==> src/rtl/core_decode.sv <==
// rtl/core_decode.sv - registered RV32I instruction field and flag decoder
//
// Purpose: splits an RV32I instruction word into register numbers, the
// extended immediate and one-hot instruction flags, all registered with a
// single cycle of latency. A new instruction is accepted every cycle.
//
// Ports:
//   rst      in   1   asynchronous active-high reset, clears every output
//   clk      in   1   clock, rising edge
//   inst     in   32  instruction word
//   rd_num   out  5   inst[11:7]
//   rs1_num  out  5   inst[19:15]
//   rs2_num  out  5   inst[24:20]
//   imm      out  32  immediate selected by opcode format, 0 for R-type/other
//   i_*      out  1   one flag per decoded instruction, at most one high
//   n_inst   out  1   high when no flag is set (after reset has released)

module core_decode (
    input  logic        rst,
    input  logic        clk,
    input  logic [31:0] inst,
    output logic [4:0]  rd_num,
    output logic [4:0]  rs1_num,
    output logic [4:0]  rs2_num,
    output logic [31:0] imm,
    output logic        i_addi,
    output logic        i_slti,
    output logic        i_sltiu,
    output logic        i_xori,
    output logic        i_ori,
    output logic        i_andi,
    output logic        i_slli,
    output logic        i_srli,
    output logic        i_srai,
    output logic        i_add,
    output logic        i_sub,
    output logic        i_sll,
    output logic        i_slt,
    output logic        i_sltu,
    output logic        i_xor,
    output logic        i_srl,
    output logic        i_sra,
    output logic        i_or,
    output logic        i_and,
    output logic        i_beq,
    output logic        i_bne,
    output logic        i_blt,
    output logic        i_bge,
    output logic        i_bltu,
    output logic        i_bgeu,
    output logic        i_lb,
    output logic        i_lh,
    output logic        i_lw,
    output logic        i_lbu,
    output logic        i_lhu,
    output logic        i_sb,
    output logic        i_sh,
    output logic        i_sw,
    output logic        n_inst
);

    localparam logic [6:0] OPC_OP_IMM = 7'b0010011;
    localparam logic [6:0] OPC_LOAD   = 7'b0000011;
    localparam logic [6:0] OPC_JALR   = 7'b1100111;
    localparam logic [6:0] OPC_STORE  = 7'b0100011;
    localparam logic [6:0] OPC_BRANCH = 7'b1100011;
    localparam logic [6:0] OPC_LUI    = 7'b0110111;
    localparam logic [6:0] OPC_AUIPC  = 7'b0010111;
    localparam logic [6:0] OPC_JAL    = 7'b1101111;
    localparam logic [6:0] OPC_OP     = 7'b0110011;

    // Bit positions in the flag vector, in port order.
    localparam int F_ADDI = 0,  F_SLTI = 1,  F_SLTIU = 2, F_XORI = 3;
    localparam int F_ORI  = 4,  F_ANDI = 5,  F_SLLI  = 6, F_SRLI = 7;
    localparam int F_SRAI = 8,  F_ADD  = 9,  F_SUB   = 10, F_SLL = 11;
    localparam int F_SLT  = 12, F_SLTU = 13, F_XOR   = 14, F_SRL = 15;
    localparam int F_SRA  = 16, F_OR   = 17, F_AND   = 18, F_BEQ = 19;
    localparam int F_BNE  = 20, F_BLT  = 21, F_BGE   = 22, F_BLTU = 23;
    localparam int F_BGEU = 24, F_LB   = 25, F_LH    = 26, F_LW  = 27;
    localparam int F_LBU  = 28, F_LHU  = 29, F_SB    = 30, F_SH  = 31;
    localparam int F_SW   = 32;

    logic [6:0]  opcode;
    logic [2:0]  funct3;
    logic        alt;
    logic [31:0] imm_d;
    logic [32:0] flag_d;
    logic [32:0] flag_q;

    assign opcode = inst[6:0];
    assign funct3 = inst[14:12];
    // inst[30] is the only funct7 bit that matters in RV32I base.
    assign alt    = inst[30];

    always_comb begin
        imm_d = 32'd0;
        case (opcode)
            OPC_OP_IMM, OPC_LOAD, OPC_JALR:
                imm_d = {{20{inst[31]}}, inst[31:20]};
            OPC_STORE:
                imm_d = {{20{inst[31]}}, inst[31:25], inst[11:7]};
            OPC_BRANCH:
                imm_d = {{19{inst[31]}}, inst[31], inst[7], inst[30:25], inst[11:8], 1'b0};
            OPC_LUI, OPC_AUIPC:
                imm_d = {inst[31:12], 12'd0};
            OPC_JAL:
                imm_d = {{11{inst[31]}}, inst[31], inst[19:12], inst[20], inst[30:21], 1'b0};
            default:
                imm_d = 32'd0;
        endcase
    end

    always_comb begin
        flag_d = '0;
        case (opcode)
            OPC_OP_IMM: begin
                case (funct3)
                    3'b000: flag_d[F_ADDI]  = 1'b1;
                    3'b010: flag_d[F_SLTI]  = 1'b1;
                    3'b011: flag_d[F_SLTIU] = 1'b1;
                    3'b100: flag_d[F_XORI]  = 1'b1;
                    3'b110: flag_d[F_ORI]   = 1'b1;
                    3'b111: flag_d[F_ANDI]  = 1'b1;
                    3'b001: flag_d[F_SLLI]  = 1'b1;
                    default: begin
                        if (alt) flag_d[F_SRAI] = 1'b1;
                        else     flag_d[F_SRLI] = 1'b1;
                    end
                endcase
            end
            OPC_OP: begin
                case (funct3)
                    3'b000: begin
                        if (alt) flag_d[F_SUB] = 1'b1;
                        else     flag_d[F_ADD] = 1'b1;
                    end
                    3'b001: flag_d[F_SLL]  = 1'b1;
                    3'b010: flag_d[F_SLT]  = 1'b1;
                    3'b011: flag_d[F_SLTU] = 1'b1;
                    3'b100: flag_d[F_XOR]  = 1'b1;
                    3'b101: begin
                        if (alt) flag_d[F_SRA] = 1'b1;
                        else     flag_d[F_SRL] = 1'b1;
                    end
                    3'b110: flag_d[F_OR]   = 1'b1;
                    default: flag_d[F_AND] = 1'b1;
                endcase
            end
            OPC_BRANCH: begin
                case (funct3)
                    3'b000: flag_d[F_BEQ]  = 1'b1;
                    3'b001: flag_d[F_BNE]  = 1'b1;
                    3'b100: flag_d[F_BLT]  = 1'b1;
                    3'b101: flag_d[F_BGE]  = 1'b1;
                    3'b110: flag_d[F_BLTU] = 1'b1;
                    3'b111: flag_d[F_BGEU] = 1'b1;
                    default: ;
                endcase
            end
            OPC_LOAD: begin
                case (funct3)
                    3'b000: flag_d[F_LB]  = 1'b1;
                    3'b001: flag_d[F_LH]  = 1'b1;
                    3'b010: flag_d[F_LW]  = 1'b1;
                    3'b100: flag_d[F_LBU] = 1'b1;
                    3'b101: flag_d[F_LHU] = 1'b1;
                    default: ;
                endcase
            end
            OPC_STORE: begin
                case (funct3)
                    3'b000: flag_d[F_SB] = 1'b1;
                    3'b001: flag_d[F_SH] = 1'b1;
                    3'b010: flag_d[F_SW] = 1'b1;
                    default: ;
                endcase
            end
            default: ;
        endcase
    end

    // n_inst is registered separately so it reads 0 during reset rather
    // than being derived from the cleared flag vector.
    always_ff @(posedge clk or posedge rst) begin
        if (rst) begin
            rd_num  <= 5'd0;
            rs1_num <= 5'd0;
            rs2_num <= 5'd0;
            imm     <= 32'd0;
            flag_q  <= '0;
            n_inst  <= 1'b0;
        end else begin
            rd_num  <= inst[11:7];
            rs1_num <= inst[19:15];
            rs2_num <= inst[24:20];
            imm     <= imm_d;
            flag_q  <= flag_d;
            n_inst  <= ~|flag_d;
        end
    end

    assign {i_sw, i_sh, i_sb, i_lhu, i_lbu, i_lw, i_lh, i_lb,
            i_bgeu, i_bltu, i_bge, i_blt, i_bne, i_beq,
            i_and, i_or, i_sra, i_srl, i_xor, i_sltu, i_slt, i_sll, i_sub, i_add,
            i_srai, i_srli, i_slli, i_andi, i_ori, i_xori, i_sltiu, i_slti, i_addi} = flag_q;

endmodule

==> config.mk <==
export PLATFORM = sky130hd
export DESIGN_NAME = core_decode
export DESIGN_NICKNAME = d
export VERILOG_FILES = /design/src/rtl/core_decode.sv
export SDC_FILE = /design/constraint.sdc
export NUM_CORES = 1
export LEC_CHECK = 0
export BUFFER_PORTS_ARGS = -buffer_cell sky130_fd_sc_hd__buf_2
export CAP_MARGIN = 20
export CORE_MARGIN = 3
export CORE_UTILIZATION = 45
export DETAILED_ROUTE_END_ITERATION = 8
export GPL_ROUTABILITY_DRIVEN = 0
export PLACE_DENSITY = 0.74
export SLEW_MARGIN = 5
export SYNTH_ARGS = -nofsm -noshare
export SYNTH_HDL_FRONTEND = slang
export SYNTH_SLANG_ARGS = --single-unit
==> constraint.sdc <==
create_clock -name clk -period 4.65 [get_ports clk]
set_clock_uncertainty 0.15 [all_clocks]
set_input_delay 0.93 -clock clk [delete_from_list [all_inputs] [get_ports clk]]
set_output_delay 0.93 -clock clk [all_outputs]
set_load 0.005 [all_outputs]
==> results_dict.tcl, run 1 <==
set metrics [dict create \
    min_path_type "in2async" \
    p_sw_w 0.000302 \
    netlist_area_mm2 0.00291 \
    num-nets-final 372 \
    netlist.top_cell.by_area "sky130_fd_sc_hd__dfrtp_1" \
    p_per_area_mw_per_mm2 345 \
    clock_tree.root_cell "sky130_fd_sc_hd__clkbuf_8" \
    grt_pass1_wl_um 10500 \
    clock_power_share_pct 36.4 \
    drt_iter0_markers 82 \
    postSynthNetCount 258 \
    ir_drop_uv 202 \
    coreArea_mm2 0.00610 \
    die-area_mm2 0.00748 \
    synth-edff-count 0 \
    synth_top_family_by_area "simple AND/OR/NAND/NOR gates" \
    yosys.area_share.xor_xnor_pct 0.301 \
    final-max-slew-violation-count 0 \
    cellInternalPower_w 0.000975 \
    combPwrFrac_pct 7.2 \
    syn_area_per_cell_um2 13.0 \
    cts_resized 0 \
    clk_path_buf_depth 2 \
    area_growth_syn_to_layout_pct 27.2 \
    ys.flop_type "sky130_fd_sc_hd__dfrtp_1" \
    setup_viol 0 \
    setup.worst_path.end_class "register" \
    antenna_violations_before_repair 0 \
    synthArstFlopShare_pct 100 \
    synthTopCellsByCount "sky130_fd_sc_hd__dfrtp_1, sky130_fd_sc_hd__nor2_1, sky130_fd_sc_hd__a21o_1, sky130_fd_sc_hd__nand2_1, sky130_fd_sc_hd__and2_1" \
    finalCriticalPeriod_ns 2.47 \
    detail_route.wl_per_cell_um 15.5 \
    post_cts.repair.setup_buffers 0 \
    initial_core_util_pct 47.8 \
    number_of_global_route_vias_before_repair 2112 \
    postSynthCellCount 224 \
    clock.fmax_mhz 405 \
    outcome "complete, no violations" \
    leakage_nw 2.13 \
    final.setup.tns_ns 0 \
    post_synth_mux_area_share_pct 0.687 \
    max_cap_viol_count 0 \
    via_per_inst 5.00 \
    grt_start_max_net_pins 47 \
    p_sw_share_pct 23.7 \
    route.antenna.remaining_nets 0 \
    drt_first_pass_iters 4 \
    tritoncts_clock_tree "yes" \
    critical_path.startpoint_type "input port" \
    aggregate_routed_wire_length_um 6470 \
    criticalPathCategory "in2reg" \
    finalHoldViolCount 0 \
    clkSlewWorstSetupHoldPaths_ns 0.08 \
    post_route_drc 0 \
    period_share_pct 53.2 \
    final.hold.worst_slack_ns 0.478 \
    worst-endpoint-required_ns 4.78 \
    synth_compound_gate_area_share_pct 10.4 \
    floorplan.io_pins 115 \
    cts-buffers-inserted 9 \
    die_h_um 86.5 \
    numPortBuffers 114 \
    yosys.area_share.simple_pct 16.6 \
    maxSlewHeadroom_pct 33.2 \
    insertedDiodeCount 0 \
    synth-adder-area-share_pct 0 \
    number_of_levels_the_h_tree_was_split_into 3 \
    cell_with_the_most_instances_after_synthesis "sky130_fd_sc_hd__dfrtp_1" \
    yosysSeqAreaShare_pct 69.6 \
    die_w_um 86.5 \
    rows 28 \
    ys_types 46 \
    cell_types_occupying_the_most_area_after_synthesis "sky130_fd_sc_hd__dfrtp_1, sky130_fd_sc_hd__a21o_1, sky130_fd_sc_hd__nor2_1, sky130_fd_sc_hd__nand3b_1, sky130_fd_sc_hd__and2_1" \
    synth.yosys.warnings 0 \
    worst_pin_slew_ns 0.988 \
    global_route.usage.total_pct 18.6 \
    post-dp-hpwl_um 4780 \
    hold_buffers 0 \
    num-fill-cells 535 \
    synth_seq_cells 81 \
    critical_path_peak_fanout 15 \
    drive_above_1_share_pct 42.3 \
    proportion_of_power_drawn_by_flip_flops_and_latches_pct 56.4 \
    synth_top_area_share_pct 69.6 \
    routed-via-count 2089 \
    critPathArrivalTime_ns 2.60 \
    rsz0062_at_grt "no" \
    grt-ovfl-total 0 \
    clkSinkCount 81 \
]
-- cells by family after synthesis --
| logic type | Yosys count |
|---|---|
| mux | 2 |
| simple gates | 88 |
| xor+xnor | 1 |
| flops | 81 |
| compound gates | 38 |
| buf+inv | 14 |
-- critical path, stage by stage --
cell and delay (ns):
sky130_fd_sc_hd__buf_2 0.24, sky130_fd_sc_hd__mux2i_1 0.27, sky130_fd_sc_hd__nand2_1 0.13, sky130_fd_sc_hd__nor4b_2 0.89, sky130_fd_sc_hd__a21o_1 0.15
-- power by group through the flow --
stage	registers, W	clock network [W]	logic [W]
2_1_floorplan	0.000736	0	0.0000477
3_3_place_gp	0.000733	0	0.0000915
3_5_place_dp	0.000734	0	0.0000939
4_1_cts	0.000720	0.000477	0.0000941
5_1_grt	0.000721	0.000504	0.000104
6_report	0.000720	0.000465	0.0000925
-- metal layers --
metal	part of all wire (%)	vias up	global-route usage, %
met1	43	1036	24.5
met5	0	-	0
met2	50	65	29.9
li1	-	983	-
met4	1.3	0	8.50
met3	5.4	5	3.80
-- registers in the layout (all words and copies together), names as in the netlist --
register,cells
flag_q,33
imm,32
n_inst,1
rd_num,5
rs1_num,5
rs2_num,5
-- layout make-up --
type	instances	area [um2]	area share [%]
clock buffer	12	155	4.19
clock inverter	4	27.5	0.743
inverter	2	8.76	0.236
multi-input combinational	129	816	22.0
sequential	81	2030	54.7
tap	75	93.8	2.53
timing repair buffer	115	578	15.6
-- path summary, 6_finish.rpt --
| check | startpoint | to | slack (ns) | cells past startpoint |
|---|---|---|---|---|
| min in group clk | inst[16] | rs1_num[1]$_DFF_PP0_ | 0.56 | 1 |
| setup / recovery | inst[5] | imm[23]$_DFF_PP0_ | 2.18 | 5 |
| max in group asynchronous | rst | imm[13]$_DFF_PP0_ | 2.91 | 3 |
| hold / removal | rst | imm[10]$_DFF_PP0_ | 0.48 | 2 |
-- layout by cell type, fill, tap and decap left out, drive strengths merged, types with 3 or more instances in the layout --
| cell | count |
|---|---|
| nand3b | 6 |
| nand3 | 3 |
| buf | 115 |
| or2 | 3 |
| a21o | 19 |
| nor2b | 4 |
| nor3 | 6 |
| dfrtp | 81 |
| clkbuf | 12 |
| nor2 | 34 |
| a22o | 5 |
| and2 | 7 |
| nand2 | 11 |
| clkinvlp | 3 |
| nand2b | 3 |
-- metrics by stage --
stage / util (%) / total power, W / setup WS, ns / std cells / instance area [um2]
after floorplan: - / 0.000784 / 1.49 / 224 / 2910
after global placement: 57.8 / 0.000825 / 1.90 / 402 / 3520
after detailed placement: 57.8 / 0.000828 / 1.81 / 402 / 3520
after CTS: 60.8 / 0.00129 / 2.17 / 418 / 3710
after global routing: 60.8 / 0.00133 / 1.96 / 418 / 3710
final: 60.8 / 0.00128 / 2.18 / 418 / 3710
No activity file was read; power rests on OpenSTA's default activity.
==> run 2: changes to the inputs <==
Clock period 4.65 ns to 2.3 ns, I/O delays scaled along.
==> results_dict.tcl, run 2 (synthesized netlist as in run 1, its figures left out) <==
set metrics [dict create \
    maxSlewHeadroom_pct 47.3 \
    critPathArrivalTime_ns 1.78 \
    rsz0062_at_grt "no" \
    number_of_global_route_vias_before_repair 2113 \
    criticalPathCategory "in2reg" \
    antenna_violations_before_repair 0 \
    final.setup.tns_ns 0 \
    clock.fmax_mhz 603 \
    coreArea_mm2 0.00610 \
    routed-via-count 2104 \
    finalCriticalPeriod_ns 1.66 \
    post_route_drc 0 \
    grt_pass1_wl_um 10500 \
    critical_path.startpoint_type "input port" \
    ir_drop_uv 505 \
    setup.worst_path.end_class "register" \
    clock_tree.root_cell "sky130_fd_sc_hd__clkbuf_8" \
    final_core_utilization_pct 62.1 \
    final-instance-count-excl-fill 423 \
    global_route.usage.total_pct 18.6 \
    clkSlewWorstSetupHoldPaths_ns 0.08 \
    worst_pin_slew_ns 0.788 \
    initial_core_util_pct 47.8 \
    numPortBuffers 114 \
    floorplan.io_pins 115 \
    post-dp-hpwl_um 4840 \
    p_per_area_mw_per_mm2 722 \
    setup_slack_placement_ns 0.322 \
    grt-ovfl-total 0 \
    rows 28 \
    finalHoldViolCount 0 \
    via_per_inst 4.97 \
    layout.cells.most_common_list "sky130_fd_sc_hd__buf_2, sky130_fd_sc_hd__dfrtp_1, sky130_fd_sc_hd__nor2_1" \
    largest_reg_flops 33 \
    clk_path_buf_depth 2 \
    die_h_um 86.5 \
    worst-endpoint-required_ns 2.42 \
    leakage_nw 2.18 \
    largest-register "flag_q" \
    largest_registers "flag_q x33, imm x32" \
    design_power_total_w 0.00273 \
    layout.cells.most_common "sky130_fd_sc_hd__buf_2" \
    clkSinkCount 81 \
    max_cap_viol_count 0 \
    drive_above_1_share_pct 43.1 \
    aggregate_routed_wire_length_um 6630 \
    setup_viol 0 \
    cts-buffers-inserted 9 \
    final-max-slew-violation-count 0 \
    hold_buffers 0 \
    drt_first_pass_iters 4 \
    die_w_um 86.5 \
    min_path_type "in2async" \
    outcome "complete, no violations" \
    cts_resized 0 \
    insertedDiodeCount 0 \
    detail_route.wl_per_cell_um 15.7 \
    number_of_levels_the_h_tree_was_split_into 3 \
    number_of_placed_instances_taps_included 407 \
    area_growth_syn_to_layout_pct 29.9 \
    period_share_pct 72.1 \
    route.antenna.remaining_nets 0 \
    post_cts.repair.setup_buffers 0 \
    drt_iter0_markers 80 \
    setup_slack_ns 0.641 \
    num-nets-final 377 \
    critical_path_peak_fanout 12 \
    die-area_mm2 0.00748 \
    tritoncts_clock_tree "yes" \
    grt_start_max_net_pins 35 \
]
[run 2: cell type report]
cell class	count	area, um2
clock buffer	10	128
clock inverter	6	82.6
fill	540	2310
inverter	2	11.3
multi-input combinational	129	816
sequential	81	2030
tap	75	93.8
timing repair buffer	120	628
[run 2: power by group]
group / internal [W] / total [W] / switching, W
logic: 0.0000784 / 0.000195 / 0.000117
clock network: 0.000606 / 0.00108 / 0.000475
registers: 0.00145 / 0.00146 / 0.00000600
[run 2: path summary, 6_finish.rpt]
check	start	cells after the start	to	slack, ns
worst max-delay path	inst[6]	5	imm[26]$_DFF_PP0_	0.64
worst min-delay path	rst	2	rs1_num[0]$_DFF_PP0_	0.03
min in group clk	inst[15]	1	rs1_num[0]$_DFF_PP0_	0.09
max in group asynchronous	rst	3	flag_q[4]$_DFF_PP0_	1.40
[run 2: worst max-delay path, stage by stage]
cell                      delay (ns)
sky130_fd_sc_hd__buf_2          0.15
sky130_fd_sc_hd__and2b_1        0.27
sky130_fd_sc_hd__nand2_1        0.08
sky130_fd_sc_hd__nor2_1         0.61
sky130_fd_sc_hd__a21o_1         0.22
[run 2: per-layer routing]
metal,GRT usage (%),part of all wire [%]
met1,24.3,41
met2,30.2,52
met3,4.18,5.5
met4,7.37,1.8
met5,0,0
[run 2: per-stage QoR]
stage	hold slack [ns]	cell area [um2]
2_1_floorplan	0.341	2920
3_3_place_gp	0.390	3580
3_5_place_dp	0.390	3580
4_1_cts	0.0268	3790
5_1_grt	0.0630	3790
6_report	0.0348	3790
==> run 3: changes to the inputs <==
Clock period 2.3 ns to 1.66 ns, I/O delays scaled along.
==> results_dict.tcl, run 3 (synthesized netlist as in run 1, its figures left out) <==
set metrics [dict create \
    outcome "complete, no violations" \
    worst_path_largest_cell_delay_ns 0.39 \
    final.hold.worst_slack_ns 0.0417 \
    num-nets-final 408 \
    aggregate_routed_wire_length_um 6830 \
    design_power_total_w 0.00379 \
    proportion_of_power_drawn_by_flip_flops_and_latches_pct 53.2 \
    crit_path_capture "i_beq" \
    coreArea_mm2 0.00610 \
    clock.fmax_mhz 744 \
    post-dp-hpwl_um 4770 \
    finish.instance_area_mm2 0.00405 \
    num-fill-cells 494 \
    initial_core_util_pct 47.8 \
    p_sw_w 0.000922 \
    criticalPathCategory "reg2out" \
    tritoncts_clock_tree "yes" \
    critical_path.cell_chain "buf_2" \
    p_per_area_mw_per_mm2 936 \
    grt_pass1_wl_um 11000 \
    rsz0062_at_grt "no" \
    global_route.usage.total_pct 19.2 \
    via_per_inst 4.79 \
    largest-register "flag_q" \
    path_delay_family "flip-flops" \
    route.antenna.remaining_nets 0 \
    die_w_um 86.5 \
    critPathArrivalTime_ns 0.86 \
    drt_iter0_markers 80 \
    cp_num_cells 1 \
    ir_drop_uv 536 \
    worst-endpoint-required_ns 1.18 \
    drt_first_pass_iters 4 \
    placed_area_mm2 0.00369 \
    final_core_utilization_pct 66.4 \
    clkSinkCount 81 \
    finalHoldViolCount 0 \
    numPortBuffers 114 \
    layout.cells.most_common "sky130_fd_sc_hd__buf_2" \
    max_cap_viol_count 0 \
    cts-buffers-inserted 9 \
    clock_tree.root_cell "sky130_fd_sc_hd__clkbuf_8" \
    floorplan.io_pins 115 \
    clk_path_buf_depth 2 \
    final-max-slew-violation-count 0 \
    leakage_nw 2.31 \
    cp.buffers_inverters 1 \
    largest_registers "flag_q x33, imm x32" \
    final-instance-count-excl-fill 454 \
    largest_reg_flops 33 \
    setup.worst_path.start "flag_q[19]$_DFF_PP0_" \
    grt-ovfl-total 0 \
    routed-via-count 2173 \
    critPathSlowestCell "sky130_fd_sc_hd__dfrtp_1" \
    die-area_mm2 0.00748 \
    insertedDiodeCount 0 \
    layout.cells.most_common_list "sky130_fd_sc_hd__buf_2, sky130_fd_sc_hd__dfrtp_1, sky130_fd_sc_hd__nor2_1" \
    clkSlewWorstSetupHoldPaths_ns 0.08 \
    drive_above_1_share_pct 43.8 \
    combPwrFrac_pct 8.4 \
    setup.worst_path.end_class "output port" \
    critical_path.startpoint_type "register" \
    critical_path_peak_fanout 1 \
    setup_viol 0 \
    grt_start_max_net_pins 82 \
    finalCriticalPeriod_ns 1.34 \
    cts_resized 0 \
    min_path_type "in2reg" \
    area_growth_syn_to_layout_pct 38.9 \
    post_route_drc 0 \
    p_sw_share_pct 24.3 \
    period_share_pct 81.0 \
    cellInternalPower_w 0.00287 \
    maxSlewHeadroom_pct 72.8 \
    die_h_um 86.5 \
    clock_power_share_pct 38.3 \
    number_of_placed_instances_taps_included 422 \
    rows 28 \
    antenna_violations_before_repair 0 \
    number_of_levels_the_h_tree_was_split_into 3 \
    hold_path_startpoint "inst[26]" \
    number_of_global_route_vias_before_repair 2252 \
    detail_route.wl_per_cell_um 15.0 \
    worst_pin_slew_ns 0.408 \
]
run 3: cell count changes in the layout (fill, tap and decap cells not counted), sizes merged:
cell         change
dlygate4sd3     +16
buf             +15
inv              +3
clkinv           -2
bufinv           -1
clkbuf           -1
clkinvlp         +1
run 3: timing repair:
| item | 4_1_cts | 5_1_grt |
|---|---|---|
| endpoints found under the hold margin | 96 | 0 |
| hold buffers | 16 | 0 |
| buffers inserted | 0 | 0 |
run 3: per-stage QoR:
step / TNS (ns) / worst slack, ns
2_1_floorplan: 0 / 0.0910
3_3_place_gp: 0 / 0.00857
4_1_cts: 0 / 0.302
5_1_grt: 0 / 0.209
6_report: 0 / 0.315
3_5_place_dp: -0.145 / -0.0294
run 3: layout make-up:
type	count	area, um2	area share (%)
Clock buffer	9	124	3.06
Clock inverter	7	76.3	1.89
Inverter	2	11.3	0.278
Multi-Input combinational cell	129	816	20.1
Sequential cell	81	2030	50.1
Tap cell	75	93.8	2.32
Timing Repair Buffer	151	901	22.2
run 3: power groups by stage:
stage | Clock (W) | Sequential [W] | Combinational [W]
after detailed placement | 0 | 0.00206 | 0.000293
after floorplan | 0 | 0.00206 | 0.000134
after CTS | 0.00148 | 0.00202 | 0.000323
after global placement | 0 | 0.00206 | 0.000287
final | 0.00145 | 0.00202 | 0.000319
after global routing | 0.00158 | 0.00202 | 0.000356
run 3: worst min-delay path by stage:
| stage | to | depth (start not counted) |
|---|---|---|
| 2_1_floorplan | rd_num[0]$_DFF_PP0_ | 0 |
| 3_3_place_gp | rs1_num[4]$_DFF_PP0_ | 1 |
| 3_5_place_dp | rd_num[3]$_DFF_PP0_ | 1 |
| 4_1_cts | imm[26]$_DFF_PP0_ | 2 |
| 5_1_grt | imm[29]$_DFF_PP0_ | 2 |
| 6_report | imm[26]$_DFF_PP0_ | 2 |
run 3: routing by layer:
| metal | vias up | wire [um] | track usage (%) |
|---|---|---|---|
| li1 | 1051 | - | - |
| met1 | 1044 | 2910 | 24.1 |
| met2 | 68 | 3430 | 32.5 |
| met3 | 10 | 383 | 4.94 |
| met4 | 0 | 102 | 6.23 |
| met5 | - | 0 | 0 |
